==> config.mk <==
export PLATFORM = sky130hd
export DESIGN_NAME = bbox_fetch_flat
export DESIGN_NICKNAME = d
export VERILOG_FILES = /design/src/rtl/bbox_pkg.sv /design/src/rtl/bbox_fetch_if.sv /design/src/rtl/bbox_clamp.sv /design/src/rtl/bbox_fetch.sv /design/src/flat_wrapper.sv
export SDC_FILE = /design/constraint.sdc
export NUM_CORES = 1
export LEC_CHECK = 0
export BUFFER_PORTS_ARGS = -buffer_cell sky130_fd_sc_hd__buf_2
export CAP_MARGIN = 20
export CORE_ASPECT_RATIO = 0.5
export CORE_MARGIN = 2
export CORE_UTILIZATION = 50
export CTS_CLUSTER_DIAMETER = 100
export DETAILED_ROUTE_END_ITERATION = 7
export PLACE_DENSITY = 0.73
export SYNTH_ARGS = -nofsm -noshare
export SYNTH_HDL_FRONTEND = slang
export SYNTH_SLANG_ARGS = --single-unit
==> constraint.sdc <==
create_clock -name clk -period 5.3 [get_ports clk]
set_input_delay 0.795 -clock clk [delete_from_list [all_inputs] [get_ports clk]]
set_output_delay 0.795 -clock clk [all_outputs]
set_load 0.01 [all_outputs]
==> src/rtl/bbox_pkg.sv <==
// Shared types and constants for the bounding-box fetch block.
package bbox_pkg;
  localparam int ADDR_W    = 8;
  localparam int SET_W     = 3;
  localparam int WIDX_W    = 2;
  localparam int RD_ADDR_W = SET_W + ADDR_W + WIDX_W;
  localparam int DATA_W    = 16;
  localparam int NUM_WORDS = 4;
  localparam int NUM_AXES  = 2;   // lane 0 = x, lane 1 = y

  localparam logic [WIDX_W-1:0] WORD_XC = 2'd0;
  localparam logic [WIDX_W-1:0] WORD_YC = 2'd1;
  localparam logic [WIDX_W-1:0] WORD_W  = 2'd2;
  localparam logic [WIDX_W-1:0] WORD_H  = 2'd3;

  typedef enum logic [2:0] {S_IDLE, S_REQ, S_WAIT, S_CALC, S_OUT} state_t;

  typedef struct packed {
    logic [SET_W-1:0]  set_idx;
    logic [ADDR_W-1:0] addr;
  } winner_t;

  // Box-memory word address: {set, anchor, word}.
  function automatic logic [RD_ADDR_W-1:0] rd_addr(winner_t w, logic [WIDX_W-1:0] word);
    return {w.set_idx, w.addr, word};
  endfunction
endpackage

==> src/rtl/bbox_fetch_if.sv <==
// Winner stream, box-memory read port and box result port.
interface bbox_fetch_if;
  import bbox_pkg::*;

  logic                 valid_in;
  logic                 last_in;
  logic [ADDR_W-1:0]    addr_in;
  logic [SET_W-1:0]     set_in;
  logic                 mem_rd_en;
  logic [RD_ADDR_W-1:0] mem_rd_addr;
  logic [DATA_W-1:0]    mem_rd_data;
  logic                 box_valid;
  logic                 box_ready;
  logic [DATA_W-1:0]    box_xmin;
  logic [DATA_W-1:0]    box_ymin;
  logic [DATA_W-1:0]    box_xmax;
  logic [DATA_W-1:0]    box_ymax;
  logic [SET_W-1:0]     box_set;
  logic [ADDR_W-1:0]    box_addr;
  logic                 drop_out;

  modport slave (
    input  valid_in, last_in, addr_in, set_in, mem_rd_data, box_ready,
    output mem_rd_en, mem_rd_addr, box_valid, box_xmin, box_ymin,
           box_xmax, box_ymax, box_set, box_addr, drop_out
  );

  modport master (
    output valid_in, last_in, addr_in, set_in, mem_rd_data, box_ready,
    input  mem_rd_en, mem_rd_addr, box_valid, box_xmin, box_ymin,
           box_xmax, box_ymax, box_set, box_addr, drop_out
  );
endinterface

==> src/rtl/bbox_clamp.sv <==
// One axis of corner math: center +/- size/2, floored at 0, capped at bound.
module bbox_clamp
  import bbox_pkg::*;
(
  input  logic [DATA_W-1:0] center,
  input  logic [DATA_W-1:0] size,
  input  logic [DATA_W-1:0] bound,   // largest legal coordinate
  output logic [DATA_W-1:0] lo,
  output logic [DATA_W-1:0] hi
);
  logic [DATA_W-1:0] half;
  logic [DATA_W:0]   sum;   // extra bit so center+half cannot wrap

  assign half = size >> 1;
  assign sum  = {1'b0, center} + {1'b0, half};
  assign lo   = (center < half) ? '0 : center - half;
  assign hi   = (sum > {1'b0, bound}) ? bound : sum[DATA_W-1:0];
endmodule

==> src/rtl/bbox_fetch.sv <==
// Fetches the four box words of a frame winner and emits clamped corners.
module bbox_fetch
  import bbox_pkg::*;
#(
  parameter int IMG_W   = 416,
  parameter int IMG_H   = 416,
  parameter int MEM_LAT = 2
) (
  input  logic        clk,
  input  logic        reset,
  bbox_fetch_if.slave bus
);
  state_t  state, state_nxt;
  winner_t cur, pend, trig_w;
  logic    pend_vld, drop_q;
  logic    trig, rd_en, load, calc, cap;

  logic [WIDX_W-1:0]                   req_cnt, cap_cnt;
  logic [MEM_LAT-1:0]                  vld_pipe;   // read-enable delayed to the data return
  logic [NUM_WORDS-1:0][DATA_W-1:0]    words;
  logic [NUM_AXES-1:0][DATA_W-1:0]     center, size, bound, lo_c, hi_c, lo_q, hi_q;
  winner_t                             box_id;

  assign trig   = bus.valid_in & bus.last_in;
  assign trig_w = '{set_idx: bus.set_in, addr: bus.addr_in};
  assign cap    = vld_pipe[MEM_LAT-1];

  // State register.
  always_ff @(posedge clk or posedge reset)
    if (reset) state <= S_IDLE;
    else       state <= state_nxt;

  // Next-state: four requests, wait for the fourth word, one compute cycle, hold until taken.
  always_comb begin
    state_nxt = state;
    case (state)
      S_IDLE: if (trig || pend_vld)                state_nxt = S_REQ;
      S_REQ:  if (req_cnt == WORD_H)               state_nxt = S_WAIT;
      S_WAIT: if (cap && cap_cnt == WORD_H)        state_nxt = S_CALC;
      S_CALC:                                      state_nxt = S_OUT;
      S_OUT:  if (bus.box_ready)                   state_nxt = S_IDLE;
      default:                                     state_nxt = S_IDLE;
    endcase
  end

  // State-decoded strobes.
  always_comb begin
    rd_en = (state == S_REQ);
    load  = (state == S_IDLE) && (trig || pend_vld);
    calc  = (state == S_CALC);
  end

  // One-deep pending slot; a fresh trigger displaces an older one and reports it.
  // A trigger landing in IDLE wins over the pending entry, which then stays queued.
  always_ff @(posedge clk or posedge reset)
    if (reset) begin
      pend_vld <= 1'b0;
      pend     <= '0;
      drop_q   <= 1'b0;
    end else begin
      drop_q <= 1'b0;
      if (trig && state != S_IDLE) begin
        pend     <= trig_w;
        pend_vld <= 1'b1;
        drop_q   <= pend_vld;
      end else if (load && !trig) begin
        pend_vld <= 1'b0;
      end
    end

  // Current winner and request word counter.
  always_ff @(posedge clk or posedge reset)
    if (reset) begin
      cur     <= '0;
      req_cnt <= '0;
    end else begin
      if (load)  cur     <= trig ? trig_w : pend;
      if (rd_en) req_cnt <= req_cnt + 1'b1;
    end

  // Return path: data is taken exactly MEM_LAT cycles after each strobe, in issue order.
  always_ff @(posedge clk or posedge reset)
    if (reset) begin
      vld_pipe <= '0;
      cap_cnt  <= '0;
      words    <= '0;
    end else begin
      vld_pipe[0] <= rd_en;
      for (int i = 1; i < MEM_LAT; i++) vld_pipe[i] <= vld_pipe[i-1];
      if (cap) begin
        words[cap_cnt] <= bus.mem_rd_data;
        cap_cnt        <= cap_cnt + 1'b1;
      end
    end

  assign center = {words[WORD_YC], words[WORD_XC]};
  assign size   = {words[WORD_H],  words[WORD_W]};
  assign bound  = {16'(IMG_H - 1), 16'(IMG_W - 1)};

  for (genvar a = 0; a < NUM_AXES; a++) begin : g_axis
    bbox_clamp u_clamp (
      .center (center[a]),
      .size   (size[a]),
      .bound  (bound[a]),
      .lo     (lo_c[a]),
      .hi     (hi_c[a])
    );
  end

  // Result registers, loaded in CALC and held through OUT.
  always_ff @(posedge clk or posedge reset)
    if (reset) begin
      lo_q   <= '0;
      hi_q   <= '0;
      box_id <= '0;
    end else if (calc) begin
      lo_q   <= lo_c;
      hi_q   <= hi_c;
      box_id <= cur;
    end

  assign bus.mem_rd_en   = rd_en;
  assign bus.mem_rd_addr = rd_en ? rd_addr(cur, req_cnt) : '0;
  assign bus.box_valid   = (state == S_OUT);
  assign bus.box_xmin    = lo_q[0];
  assign bus.box_ymin    = lo_q[1];
  assign bus.box_xmax    = hi_q[0];
  assign bus.box_ymax    = hi_q[1];
  assign bus.box_set     = box_id.set_idx;
  assign bus.box_addr    = box_id.addr;
  assign bus.drop_out    = drop_q;
endmodule

==> src/flat_wrapper.sv <==
// flat-port wrapper written by rule: the top's interface ports become plain ports
module bbox_fetch_flat import bbox_pkg::*;
#(
  parameter int IMG_W   = 416,
  parameter int IMG_H   = 416,
  parameter int MEM_LAT = 2
)
  (clk, reset, bus_valid_in, bus_last_in, bus_addr_in, bus_set_in, bus_mem_rd_data, bus_box_ready, bus_mem_rd_en, bus_mem_rd_addr, bus_box_valid, bus_box_xmin, bus_box_ymin, bus_box_xmax, bus_box_ymax, bus_box_set, bus_box_addr, bus_drop_out);
  bbox_fetch_if bus_i ();
  input  logic clk;
  input  logic reset;
  input wire logic [$bits(bus_i.valid_in)-1:0] bus_valid_in;
  input wire logic [$bits(bus_i.last_in)-1:0] bus_last_in;
  input wire logic [$bits(bus_i.addr_in)-1:0] bus_addr_in;
  input wire logic [$bits(bus_i.set_in)-1:0] bus_set_in;
  input wire logic [$bits(bus_i.mem_rd_data)-1:0] bus_mem_rd_data;
  input wire logic [$bits(bus_i.box_ready)-1:0] bus_box_ready;
  output wire logic [$bits(bus_i.mem_rd_en)-1:0] bus_mem_rd_en;
  output wire logic [$bits(bus_i.mem_rd_addr)-1:0] bus_mem_rd_addr;
  output wire logic [$bits(bus_i.box_valid)-1:0] bus_box_valid;
  output wire logic [$bits(bus_i.box_xmin)-1:0] bus_box_xmin;
  output wire logic [$bits(bus_i.box_ymin)-1:0] bus_box_ymin;
  output wire logic [$bits(bus_i.box_xmax)-1:0] bus_box_xmax;
  output wire logic [$bits(bus_i.box_ymax)-1:0] bus_box_ymax;
  output wire logic [$bits(bus_i.box_set)-1:0] bus_box_set;
  output wire logic [$bits(bus_i.box_addr)-1:0] bus_box_addr;
  output wire logic [$bits(bus_i.drop_out)-1:0] bus_drop_out;
  assign bus_i.valid_in = bus_valid_in;
  assign bus_i.last_in = bus_last_in;
  assign bus_i.addr_in = bus_addr_in;
  assign bus_i.set_in = bus_set_in;
  assign bus_i.mem_rd_data = bus_mem_rd_data;
  assign bus_i.box_ready = bus_box_ready;
  assign bus_mem_rd_en = bus_i.mem_rd_en;
  assign bus_mem_rd_addr = bus_i.mem_rd_addr;
  assign bus_box_valid = bus_i.box_valid;
  assign bus_box_xmin = bus_i.box_xmin;
  assign bus_box_ymin = bus_i.box_ymin;
  assign bus_box_xmax = bus_i.box_xmax;
  assign bus_box_ymax = bus_i.box_ymax;
  assign bus_box_set = bus_i.box_set;
  assign bus_box_addr = bus_i.box_addr;
  assign bus_drop_out = bus_i.drop_out;
  bbox_fetch #(.IMG_W(IMG_W), .IMG_H(IMG_H), .MEM_LAT(MEM_LAT)) u_core (.clk(clk), .reset(reset), .bus(bus_i));
endmodule
# Word level (Yosys, flattened, before mapping)
# Cells that the tools add are included.
[op_classes]
n_addsub = 6
order_cmp = 6
n_eq_ne = 10
muxes = 17
bitwise_logic = 1
n_reduce_logical = 11
[ops]
columns = ["op", "n"]
rows = [
  ["$mux W16", 5],
  ["$bwmux W64", 1],
  ["$add A16 B15 Y17", 2],
  ["$gt A17 B9 Y1 const B", 2],
  ["$demux W16 S2", 1],
  ["$lt A16 B15 Y1", 2],
  ["$sub A16 B15 Y16", 2],
  ["$pmux W3 S5", 1],
  ["$mux W13", 1],
  ["$mux W3", 4],
  ["$mux W11", 1],
  ["$eq A3 B2 Y1 const B", 2],
  ["$ne A2 B2 Y1 const B", 3],
  ["$logic_and A1 B1 Y1", 5],
  ["$add A2 B1 Y2 const B", 2],
  ["$eq A2 B2 Y1 const B", 2],
  ["$reduce_and A4 Y1", 1],
  ["$eq A3 B1 Y1 const B", 1],
  ["$eq A3 B3 Y1 const B", 1],
  ["$logic_not A3 Y1", 1],
  ["$lt A2 B3 Y1 const B", 1],
  ["$mux W1", 3],
  ["$reduce_bool A3 Y1", 1],
  ["$ge A2 B1 Y1 const B", 1],
  ["5 further kinds", 5],
]
[word_totals]
reg_bits = 172
input_bits = 32
output_inout_bits = 91
wordCells = 71

# Logic depth before layout (Yosys ltp)
# Gate-level depths: netlist of run 1.
[logic_depth]
ltp_word = 6
depth_mapped = 13
ltp_nobuf = 12

# By module
# From an unflattened synthesis of run 1, not the netlist that was laid out.
[unflattened]
cells_unflattened = 1090
hier_area_um2 = 11516.0
[by_module_without_submodules]
columns = ["mod", "n_inst", "cells_per_inst", "area_per_inst_um2", "seq_area_each_um2"]
rows = [
  ["bbox_fetch", 1, 428, 6683.9, 4304.1],
  ["bbox_clamp (u_core.g_axis[1].u_clamp)", 1, 346, 2503.7, 0.0],
  ["bbox_clamp (u_core.g_axis[0].u_clamp)", 1, 316, 2328.5, 0.0],
]

# Least setup slack after synthesis of run 1
# No wires, ideal clock.
[synth_timing]
path_kind = "register to register"
start = "reg u_core.words, in the netlist u_core.size[17]"
end = "reg u_core.hi_q, in the netlist u_core.bus.box_ymax[1]"
setup_ns = 0.121
arrival_ns = 2.689
required_time_ns = 5.179
slack_ns = 2.490
path_stages_with_launch = 11
path_buffers = 0
synth_period_minus_slack_ns = 2.810
path_cell_list = "dfrtp_1 ha_1 fa_1 nor2b_1 o211ai_1 a211oi_1 o21ai_0 mux2i_1 o2111ai_1 or4_4 o22a_1"
[synth_via]
elab_chain_len = 3
[synth_rtl]
columns = ["element", "line", "text"]
rows = [
  ["start, declared", "bbox_fetch.sv:20", "logic [NUM_WORDS-1:0][DATA_W-1:0] words;"],
  ["start signal, assigned by index", "bbox_fetch.sv:91", "words[cap_cnt] <= bus.mem_rd_data;"],
  ["$add A16 B15 Y17 *", "bbox_clamp.sv:15", "assign sum = {1'b0, center} + {1'b0, half};"],
  ["$gt A17 B9 Y1", "bbox_clamp.sv:17", "assign hi = (sum > {1'b0, bound}) ? bound : sum[DATA_W-1:0];"],
  ["$mux W16 *", "bbox_clamp.sv:17", ""],
  ["end signal, assigned", "bbox_fetch.sv:118", "hi_q <= hi_c;"],
  ["end, declared", "bbox_fetch.sv:21", "logic [NUM_AXES-1:0][DATA_W-1:0] center, size, bound, lo_c, hi_c, lo_q, hi_q;"],
]
# Mark *: on every way between the ends. The rest lies on a longest branch, timed or not.
# A chain may end at the register's enable or synchronous reset.

# Worst setup path after layout of run 1
[layout_timing]
start = "reg u_core.words, in the netlist u_core.size[17]"
end = "reg u_core.hi_q, in the netlist u_core.bus.box_ymax[0]"
# The elaborated chain is that of the path after synthesis.

==> results, run 1 <==
- Cells fill between 50% and 60% of the core in the end.
- Max-cap violations in this run came to 0.
- The floorplan step defined a core boundary enclosing about 19000 um2.
- Yosys mapped the design onto 69 distinct sky130hd cell types.
- The number of setup buffers added after CTS is 0.
- The slack of the worst reg-to-reg path is between 1500 and 2000 ps.
- In the global route stage, overall resource usage came out at between 20% and 30%.
- The layout has approximately 1600 filler cells.
- The path with the worst hold slack has its endpoint at u_core.vld_pipe[1].
- The count of cells along the worst register-to-register path is 10.
- The share of post-route cells with drive strength above 1 is between 20% and 30%.
- The number of antenna violations at the first check in global routing is 3.
- Across all layers, the routed design uses 7112 vias.
- The worst hold path belongs to the class reg2reg.
- The origin of the worst min-delay path is u_core.vld_pipe[0].
- In the final timing run, aggregate negative setup slack is 0 ps.
- For this run, the register share of the synthesized area comes to between 40% and 50%.
- The worst path needs about 3500 ps of the cycle, external delays included.
- In the final routed layout, each cell accounts on average for ~17 um.
- The worst path uses roughly two thirds of the clock period.
- The count of clock tree sinks is 170.
- The post-route DRC violation count is 0.
- Setup repair after global routing left no endpoint under its margin.
- The share of synthesized flip-flops with an asynchronous set or reset is 100%.
- The number of setup violations in the final report is 0.
- The longest clock path from root to sink contains 2 buffers.
- The height of the chip is 102 um.
- In this run the critical register-to-register path is launched from u_core.size[17].
- Summed over all nets, the half-perimeter wirelength after detailed placement is about 15 mm.
- The arrival time reported for the critical path endpoint is around 3800 ps.
- After synthesis the netlist holds a flip-flop and latch count of 170.
- The transition at the pin with the smallest max-transition slack is about 1000 ps.
- Compared with the post-synthesis result, the final layout area differs by 14.9%.
- For this block, the routed nets add up to 22.0 mm of wire.
- The worst hold path passes through 0 cells.
- The quantity of hold-fixing buffers added after cts is 0.
- The sum of overflow across all layers after global routing is 0.
- The Yosys warning count is 0.
- In the routed layout, each cell is associated on average with a via count of about 5.5.
- The number of gates resized after CTS is 0.
- From left edge to right edge, the die measures between 200 and 250 um.
- The relative slew slack is about a third.
- The number of enable flip-flop cells after synthesis is 0.
- The highest fanout seen on the critical path is 4.
- At the end of routability-driven placement, the weighted congestion stood at roughly 0.93.
- After the first detailed-routing iteration, the DRC count stood at around 510.
- The kind of launch point of the worst setup path is a register.
- The number of failing hold endpoints at the final stage is 0.
- The worst clock skew is 11.7 ps.
- The clock tree synthesis step divided the H-tree into 4 levels.
- For this run, the post-layout net count is approximately 1100.
- The die covers ~21000 um2.
- The per-instance average area after synthesis is roughly 11 um2.
- The number of nets in the synthesized netlist is 1023.
- The number of max-slew violations in the final report is 0.
- In the synthesized netlist the dominant register cell turns out to be dfrtp_1.
- The number of I/O port buffers is 122.
- The count of nets left with antenna violations after detail routing is 0.
- The run finished with clean final reports.
- The worst-skew pair later-pin latency is 430 ps.
- The area of the mapped netlist is 9680 um2.
- The via count of the first global-routing pass is roughly 7000.
- The floorplan has 35 rows.
- The critical path is of the reg2reg type.
- Entering global routing, the biggest net connects between 150 and 200 pins.
- Synthesis produced a netlist whose cell count is a little over 900.
- The number of CTS-inserted buffers is 17.
- Pin placement for this block handled roughly 120 I/O pins.
- The clock tree from TritonCTS is yes.
- For the worst setup path, the data required time is approximately 5600 ps.
- The root buffer cell chosen for the clock tree is clkbuf_16.
- Based on the critical path, the design can be clocked at up to around 0.29 GHz.
- The number of search-and-repair iterations in the first detailed-routing pass is 5.
- The clock input transition at the sequential cells of the worst setup and hold paths is 70 ps.
- The kind of capture point of the worst setup path is a register.
- The initial utilization of the core area, before any placement, comes to 51.8%.
- The first global-routing pass estimated about 36 mm of wire.
- The worst register-to-register path ends at u_core.bus.box_ymax[0].
## layout make-up
class                   count  area [um2]  area share, %
multi-input cells         643        5000           44.9
flip-flops and latches    170        4250           38.2
repair buffers            128         668           6.01
clock buffers              20         457           4.11
well taps                 259         324           2.91
inverters                  59         225           2.02
clock inverters            11         194           1.74
diodes                      2        5.00         0.0450
## cells in the final DEF, fill, tap and decap left out, types with 5 or more instances in the layout
master,n
dfrtp_1,170
buf_2,122
mux2_2,75
nand2_1,69
ha_1,65
inv_1,58
nor2_1,57
a21oi_1,45
a22o_1,32
and2_1,30
xnor2_1,29
o21ai_0,27
mux2i_1,19
clkbuf_16,17
nor2b_1,15
xor2_1,12
nand2b_1,11
nand3_1,11
nor3_1,10
a211oi_1,10
a21o_1,8
o31ai_1,8
o21bai_1,8
a31oi_1,7
o21ai_1,5
or2_2,5
o21a_1,5
clkinvlp_4,5
bufinv_16,5
buf_4,5
## stage by stage
step                      area (um2)  hold WS, ps  setup WS (ps)  std cells
final                          11100          345           1800       1292
after global routing           11100          383           1510       1290
after CTS                      11100          351           1820       1289
after detailed placement       10500          335           1850       1258
after global placement         10500          333           1900       1257
after floorplan                 9690          331           2340        922
## registers in the layout (all words and copies together) (netlist names)
signal               cells
u_core.bus.box_xmax     16
u_core.cap_cnt           2
u_core.bus.box_ymax     16
u_core.vld_pipe          2
u_core.req_cnt           2
u_core.cur              11
u_core.size             30
u_core.pend_vld          1
u_core.bus.box_xmin     16
u_core.state             3
u_core.pend             11
u_core.bus.box_addr      8
u_core.bus.drop_out      1
u_core.bus.box_set       3
u_core.center           32
u_core.bus.box_ymin     16
## critical path: stages (launching register included)
cell,delay [ps]
dfrtp_1,400
ha_1,230
fa_1,400
nor2b_1,170
o211ai_1,380
a211oi_1,170
o21ai_0,240
mux2i_1,220
o2111ai_1,220
nor4_1,780
a21oi_1,160
## worst max-delay path by stage
stage                     depth (start not counted)                 endpoint            start
after floorplan                                   1   u_core.bus.box_addr[0]            reset
after global placement                           10   u_core.bus.box_ymax[0]  u_core.size[17]
after detailed placement                         10   u_core.bus.box_xmin[5]   u_core.size[4]
after CTS                                        11  u_core.bus.box_xmin[14]   u_core.size[1]
after global routing                             10   u_core.bus.box_ymax[2]  u_core.size[17]
final                                            10   u_core.bus.box_ymax[0]  u_core.size[17]
## Yosys cell counts, drive strengths merged (19+ instances only)
library cell	n	area (um2)
a21oi	47	243
a22o	32	280
and2	30	188
clkbuf	36	136
dfrtp	170	4250
ha	65	813
inv	59	221
mux2	75	845
mux2i	19	190
nand2	69	259
nor2	57	214
o21ai	36	195
xnor2	29	254
## cells by family after synthesis
kind of cell | after synthesis | share of synthesized area [%]
XOR/XNOR | 41 | 3.71
AND/OR/NAND/NOR | 242 | 12.9
flip-flops | 170 | 43.9
adder cells (fa/ha/maj) | 69 | 9.23
multiplexers | 94 | 10.7
AO/OA/AOI/OAI | 197 | 15.0
buffers and inverters | 109 | 4.51
## metal layers
| layer | track usage (%) | wire (um) | vias to the layer above |
|---|---|---|---|
| li1 | - | - | 3410 |
| met1 | 31.1 | 10700 | 3483 |
| met2 | 35.6 | 9900 | 190 |
| met3 | 5.23 | 1150 | 27 |
| met4 | 6.15 | 243 | 2 |
| met5 | 0 | 7 | - |
Power of run 1 is left out: the tool's default activity adds up to more than one toggle a clock period on the data nets, which glitch-free logic cannot reach.
==> inputs of run 2 (changes only) <==
- PLACE_DENSITY: 0.73 -> 0.7
- clock period: 5.3 -> 3.4 ns (I/O delays scaled with it)
==> results, run 2 (synthesis results as in run 1) <==
- The longest individual stage delay on the worst path was 550 ps (-230 ps).
- The run finished with clean final reports.
- The sum of net half-perimeters after detailed placement is 16.5 mm (+7.0%).
- The final clock period utilization by the worst path is 92.7% (+27 points).
- The clock tree from TritonCTS is yes.
- The kind of launch point of the worst setup path is a register.
- The number of antenna violations at the first check in global routing is 3 (unchanged).
- In this run the clock root is driven by a clkbuf_16.
- The accumulated negative setup slack is 0 ps (unchanged).
- The placeable core region is 18700 um2 (unchanged).
- From synthesis to final layout, the design area changed by 16.1%.
- The arrival time reported for the critical path endpoint is 3470 ps (-310 ps).
- The total of max-cap violations was 0 (unchanged).
- The routability-driven placement congestion ratio is 0.900 (-3.1%).
- The sum of overflow across all layers after global routing is 0 (unchanged).
- The required time of the critical path is 3720 ps (-1860 ps).
- In this run the worst hold path is classified as in2async.
- The clock input transition at the sequential cells of the worst setup and hold paths came to 70 ps (about the same).
- The kind of capture point of the worst setup path is a register.
- The maximum frequency from static timing analysis was 0.317 GHz (+11%).
- The setup slack after layout is 249 ps (-1550 ps).
- In the layout the commonest cells are dfrtp_1 (170), buf_2 (122), mux2_2 (75).
- The global-route wire length before repair came to 36.5 mm (+0.17%).
- The height of the chip is 102 um (unchanged).
- The number of setup violations in the final report came to 0 (unchanged).
- The transition at the pin with the smallest max-transition slack is 833 ps (-171 ps).
- The largest buffer count on any clock path is 2 (unchanged).
- The worst-skew pair later-pin latency is 430 ps (about the same).
- Setup repair after global routing left no endpoint under its margin.
- The relative slew slack came to 43.8% (+11 points).
- The largest delay contributor family on the critical path is compound AO/OA/AOI/OAI gates.
- Walking the worst path, the cells encountered are ha_1 -> fa_1 -> nor2b_1 -> o211ai_1 -> buf_4 -> a211oi_1 -> o21ai_0 -> mux2i_1 -> o2111ai_1 -> or4_4 -> o22a_1.
- The average vias per placed instance is 5.42 (-1.5%).
- The worst slack at placement came to 219 ps (-1630 ps).
- The design area is 11200 um2 (+1.1%).
- The clock period minus final worst setup slack is 3150 ps (-345 ps).
- The number of max-slew violations in the final report is 0 (unchanged).
- The critical path is of the reg2reg type.
- The count of nets left with antenna violations after detail routing was 0 (unchanged).
- The overall die area is 20600 um2 (unchanged).
- The number of failing hold endpoints at the final stage came to 0 (unchanged).
- The routed wire length was 22.5 mm (+2.1%).
- The detailed-route wire length per cell was 17.2 um (+0.81%).
- The library cell used most frequently in the layout, excluding fill and tap cells, is dfrtp_1.
- The placed cell area is 10600 um2 (+1.2%).
- The worst path buffer plus inverter count is 1 (+1).
- The initial cell density of the core is 51.8% (unchanged).
- The via count of the first global-routing pass is 6983 (-1.6%).
- The cell row count is 35 (unchanged).
- The number of DRC violations after detailed-routing iteration 0 is 373 (-26%).
- The total number of H-tree levels was 4 (unchanged).
- The pin count of the biggest net entering global routing is 74 (-57%).
- The number of I/O port buffers was 122 (unchanged).
- The number of CTS-inserted buffers is 17 (unchanged).
- The number of search-and-repair iterations in the first detailed-routing pass was 5 (unchanged).
- The die outline width was 201 um (unchanged).
- The combined global-route utilization of all metal layers is 22.5% (+0.17 points).
- The share of post-route cells with drive strength above 1 was 26.6% (+1.3 points).
- The post-route DRC violation count is 0 (unchanged).
- On the critical path, the stage with the largest delay is an instance of or4_4.
- The via count of the routed design is 7095 (-0.24%).
- The net count reported at finish is 1136 (+1.4%).
- The worst clock skew is 12.2 ps (+0.506 ps).
- The number of top-level pins came to 123 (unchanged).
- The highest fanout seen on the critical path came to 3 (-1).
- The flip-flop count of the largest register, all copies and words added is 32 (unchanged).
- The count of clock tree sinks was 170 (unchanged).
-- run 2: cell count changes in the layout (fill, tap and decap cells not counted), sizes merged --
| cell | delta |
|---|---|
| buf | +16 |
| clkinv | +3 |
| clkinvlp | -3 |
| bufinv | -1 |
| diode | +1 |
| inv | +1 |
-- run 2: layout make-up --
| cell class | count | area [um2] |
|---|---|---|
| sequential | 170 | 4250 |
| inverter | 59 | 225 |
| clock inverter | 11 | 169 |
| timing repair buffer | 144 | 801 |
| antenna | 3 | 7.51 |
| clock buffer | 20 | 457 |
| tap | 259 | 324 |
| multi-input combinational | 643 | 5010 |
| fill | 1629 | 7450 |
-- run 2: timing repair --
item,CTS,global route
setup buffers,0,2
setup endpoints to repair,0,21
hold buffers,0,0
gates resized for setup,0,2
-- run 2: worst paths after layout --
path	from	to	slack [ps]	depth (start not counted)
max in group asynchronous	reset	u_core.center[2]	2340	3
min in group clk	bus_addr_in[3]	u_core.pend[3]	330	2
worst min-delay path	reset	u_core.bus.drop_out	150	2
worst max register to register	u_core.size[17]	u_core.bus.box_ymax[1]	250	11
worst max-delay path	u_core.size[17]	u_core.bus.box_ymax[1]	250	11
worst min register to register	u_core.vld_pipe[0]	u_core.vld_pipe[1]	350	0
-- run 2: layer usage --
| metal | part of all wire [%] | GRT usage [%] | up-vias |
|---|---|---|---|
| met5 | 0 | 0 | - |
| met4 | 0.85 | 5.64 | 0 |
| met3 | 4.7 | 4.91 | 16 |
| met2 | 44 | 34.7 | 123 |
| met1 | 51 | 32.7 | 3515 |
| li1 | - | - | 3441 |
-- run 2: per-stage QoR --
step,util [%],cells,hold WS (ps)
2_1_floorplan,-,922,331
3_3_place_gp,56.6,1273,333
3_5_place_dp,56.6,1273,341
4_1_cts,60.0,1304,166
5_1_grt,60.1,1307,192
6_report,60.1,1309,149
-- run 2: worst register-to-register path: stages (launching register included) --
cell and delay, ps:
dfrtp_1 410, ha_1 230, fa_1 390, nor2b_1 160, o211ai_1 200, buf_4 170
a211oi_1 90, o21ai_0 220, mux2i_1 210, o2111ai_1 210, or4_4 550, o22a_1 190
Power of run 2 is left out for the same reason.
==> inputs of run 3 (changes only) <==
- CORE_ASPECT_RATIO: 0.5 -> 1.25
==> results, run 3 (synthesis results as in run 1) <==
- The run finished with clean final reports.
- The maximum frequency from static timing analysis came to 0.320 GHz (+0.73%).
- The signed area change from the synthesized netlist to the final layout is 14.1%.
- The sequential cell area is 4250 um2 (unchanged).
- The met3 routed wirelength is 566 um (-46%).
- The number of placed instances with taps included was 1239 (-2.7%).
- In this run the clock root is driven by a clkbuf_16.
- The slowest stage of the critical path belongs to the cell or4_4.
- The combined global-route utilization of all metal layers came to 21.1% (-1.4 points).
- The highest fanout seen on the critical path came to 3 (unchanged).
- The required time of the critical path is 3720 ps (about the same).
- The average vias per placed instance is 5.50 (+1.5%).
- The number of top-level pins is 123 (unchanged).
- The signal on the critical path passes through ha_1 -> fa_1 -> nor2b_1 -> o211ai_1 -> a211oi_1 -> o21ai_0 -> mux2i_1 -> o2111ai_1 -> or4_4 -> o22a_1.
- The longest individual stage delay on the worst path is 530 ps (-20 ps).
- Setup repair after global routing left no endpoint under its margin.
- The net count reported at finish is 1128 (-0.70%).
- The arrival time reported for the critical path endpoint is 3450 ps (-20 ps).
- The worst path buffer plus inverter count is 0 (-1).
- The worst min-delay path class is in2async.
- The total of max-cap violations is 0 (unchanged).
- The number of DRC violations after detailed-routing iteration 0 is 384 (+2.9%).
- The largest buffer count on any clock path is 2 (unchanged).
- The quantity of hold-fixing buffers added after cts came to 0 (unchanged).
- The die outline width is 128 um (-36%).
- The cell row count came to 56 (+60%).
- The diode insertion count for antenna repair came to 0 (-3).
- The routed metal-1 wirelength is 9.74 mm (-15%).
- The overall die area is 20500 um2 (-0.29%).
- The accumulated negative setup slack is 0 ps (unchanged).
- The clock tree from TritonCTS is yes.
- The number of max-slew violations in the final report was 0 (unchanged).
- The number of gates resized after CTS is 0 (unchanged).
- The share of post-route cells with drive strength above 1 is 25.9% (-0.76 points).
- The count of filler cells inserted in the layout is 1658 (+1.8%).
- The via count of the routed design came to 6991 (-1.5%).
- The detailed-route wire length per cell came to 16.4 um (-4.7%).
- The placeable core region is 18800 um2 (+0.80%).
- The count of cells along the worst register-to-register path was 10 (-1).
- Leaving out fill and tap cells, the most frequent cell in the layout is dfrtp_1.
- The total number of H-tree levels was 4 (unchanged).
- The critical path is of the reg2reg type.
- The routability-driven placement congestion ratio was 0.903 (+0.30%).
- The final standard cell count with taps included and fillers excluded was 1271 (-2.9%).
- The via count of the first global-routing pass was 6959 (-0.34%).
- The worst-skew pair later-pin latency is 430 ps (about the same).
- The pin count of the biggest net entering global routing is 171 (+130%).
- The post-route DRC violation count was 0 (unchanged).
- The number of failing hold endpoints at the final stage is 0 (unchanged).
- The total setup buffers inserted after CTS is 0 (unchanged).
- The flip-flop count of the largest register, all copies and words added was 32 (unchanged).
- The sum of net half-perimeters after detailed placement is 14.6 mm (-11%).
- The final clock period utilization by the worst path is 92.0% (-0.67 points).
- The count of nets left with antenna violations after detail routing is 0 (unchanged).
- The global-route wire length before repair is 34.9 mm (-4.5%).
- The count of clock tree sinks came to 170 (unchanged).
- The critical path depth is 10 (-1).
- The detailed router used layers up to and including met4.
- The initial cell density of the core was 51.4% (-0.41 points).
- The height of the chip was 160 um (+56%).
- The worst setup path is captured at a register.
- The number of antenna violations at the first check in global routing was 0 (-3).
- The total length of routed met2 wires is 10.3 mm (+4.8%).
- The number of setup violations in the final report came to 0 (unchanged).
- The final hold slack came to 290 ps (+141 ps).
- The sum of overflow across all layers after global routing was 0 (unchanged).
- The routed wire length is 20.8 mm (-7.5%).
- The transition at the pin with the smallest max-transition slack came to 939 ps (+106 ps).
- The number of CTS-inserted buffers came to 17 (unchanged).
- The kind of launch point of the worst setup path is a register.
- The clock period minus final worst setup slack is 3130 ps (-22.8 ps).
- The area of combinational cells with multiple inputs is 4990 um2 (-0.30%).
- The number of search-and-repair iterations in the first detailed-routing pass was 5 (unchanged).
- The relative slew slack was 37.4% (-6.4 points).
- The clock input transition at the sequential cells of the worst setup and hold paths is 70 ps (about the same).
- The number of I/O port buffers was 122 (unchanged).
- The top cell types in the final layout, fill and taps aside, are dfrtp_1 (170), buf_2 (122), mux2_2 (75).
- The largest delay contributor family on the critical path is compound AO/OA/AOI/OAI gates.
- The worst clock skew is 12.6 ps (+0.362 ps).
==> run 3: cell count changes in the layout (fill, tap and decap cells not counted), moves of 3 or more <==
cell / previous run / this run
buf_4: 20 / 13
clkinvlp_4: 2 / 6
diode_2: 3 / 0
bufinv_16: 4 / 1
==> run 3: final cells by class <==
class | count | share of cell area, %
Tap cell | 232 | 2.63
Sequential cell | 170 | 38.5
Timing Repair Buffer | 136 | 6.59
Multi-Input combinational cell | 643 | 45.2
Inverter | 59 | 2.04
Clock buffer | 18 | 3.97
Clock inverter | 13 | 1.09
==> run 3: worst paths after layout <==
kind	from	end	slack, ps
hold reg to reg	u_core.vld_pipe[0]	u_core.vld_pipe[1]	350
hold / removal	reset	u_core.bus.box_ymin[0]	290
min in group clk	bus_addr_in[1]	u_core.pend[1]	330
max in group asynchronous	reset	u_core.bus.box_ymin[10]	2360
setup reg to reg	u_core.size[17]	u_core.bus.box_ymax[1]	270
setup / recovery	u_core.size[17]	u_core.bus.box_ymax[1]	270
==> run 3: worst min-delay path: stages <==
cell        delay (ps)
buf_2              110
clkinvlp_4          70
buf_12             560
==> run 3: through the flow <==
stage / setup WS, ps / utilization, % / cell area [um2]
floorplan: 590 / - / 9690
global placement: 296 / 55.6 / 10500
detailed placement: 238 / 55.6 / 10500
CTS: 230 / 58.6 / 11000
global route: 58.5 / 58.6 / 11000
finish: 271 / 58.6 / 11000
==> run 3: metal layers <==
layer  up-vias  global-route usage, %
li1       3427                      -
met5         -                      0
met3        18                   3.39
met4         0                   5.89
met1      3427                   29.0
met2       119                   34.7
Power of run 3 is left out for the same reason.
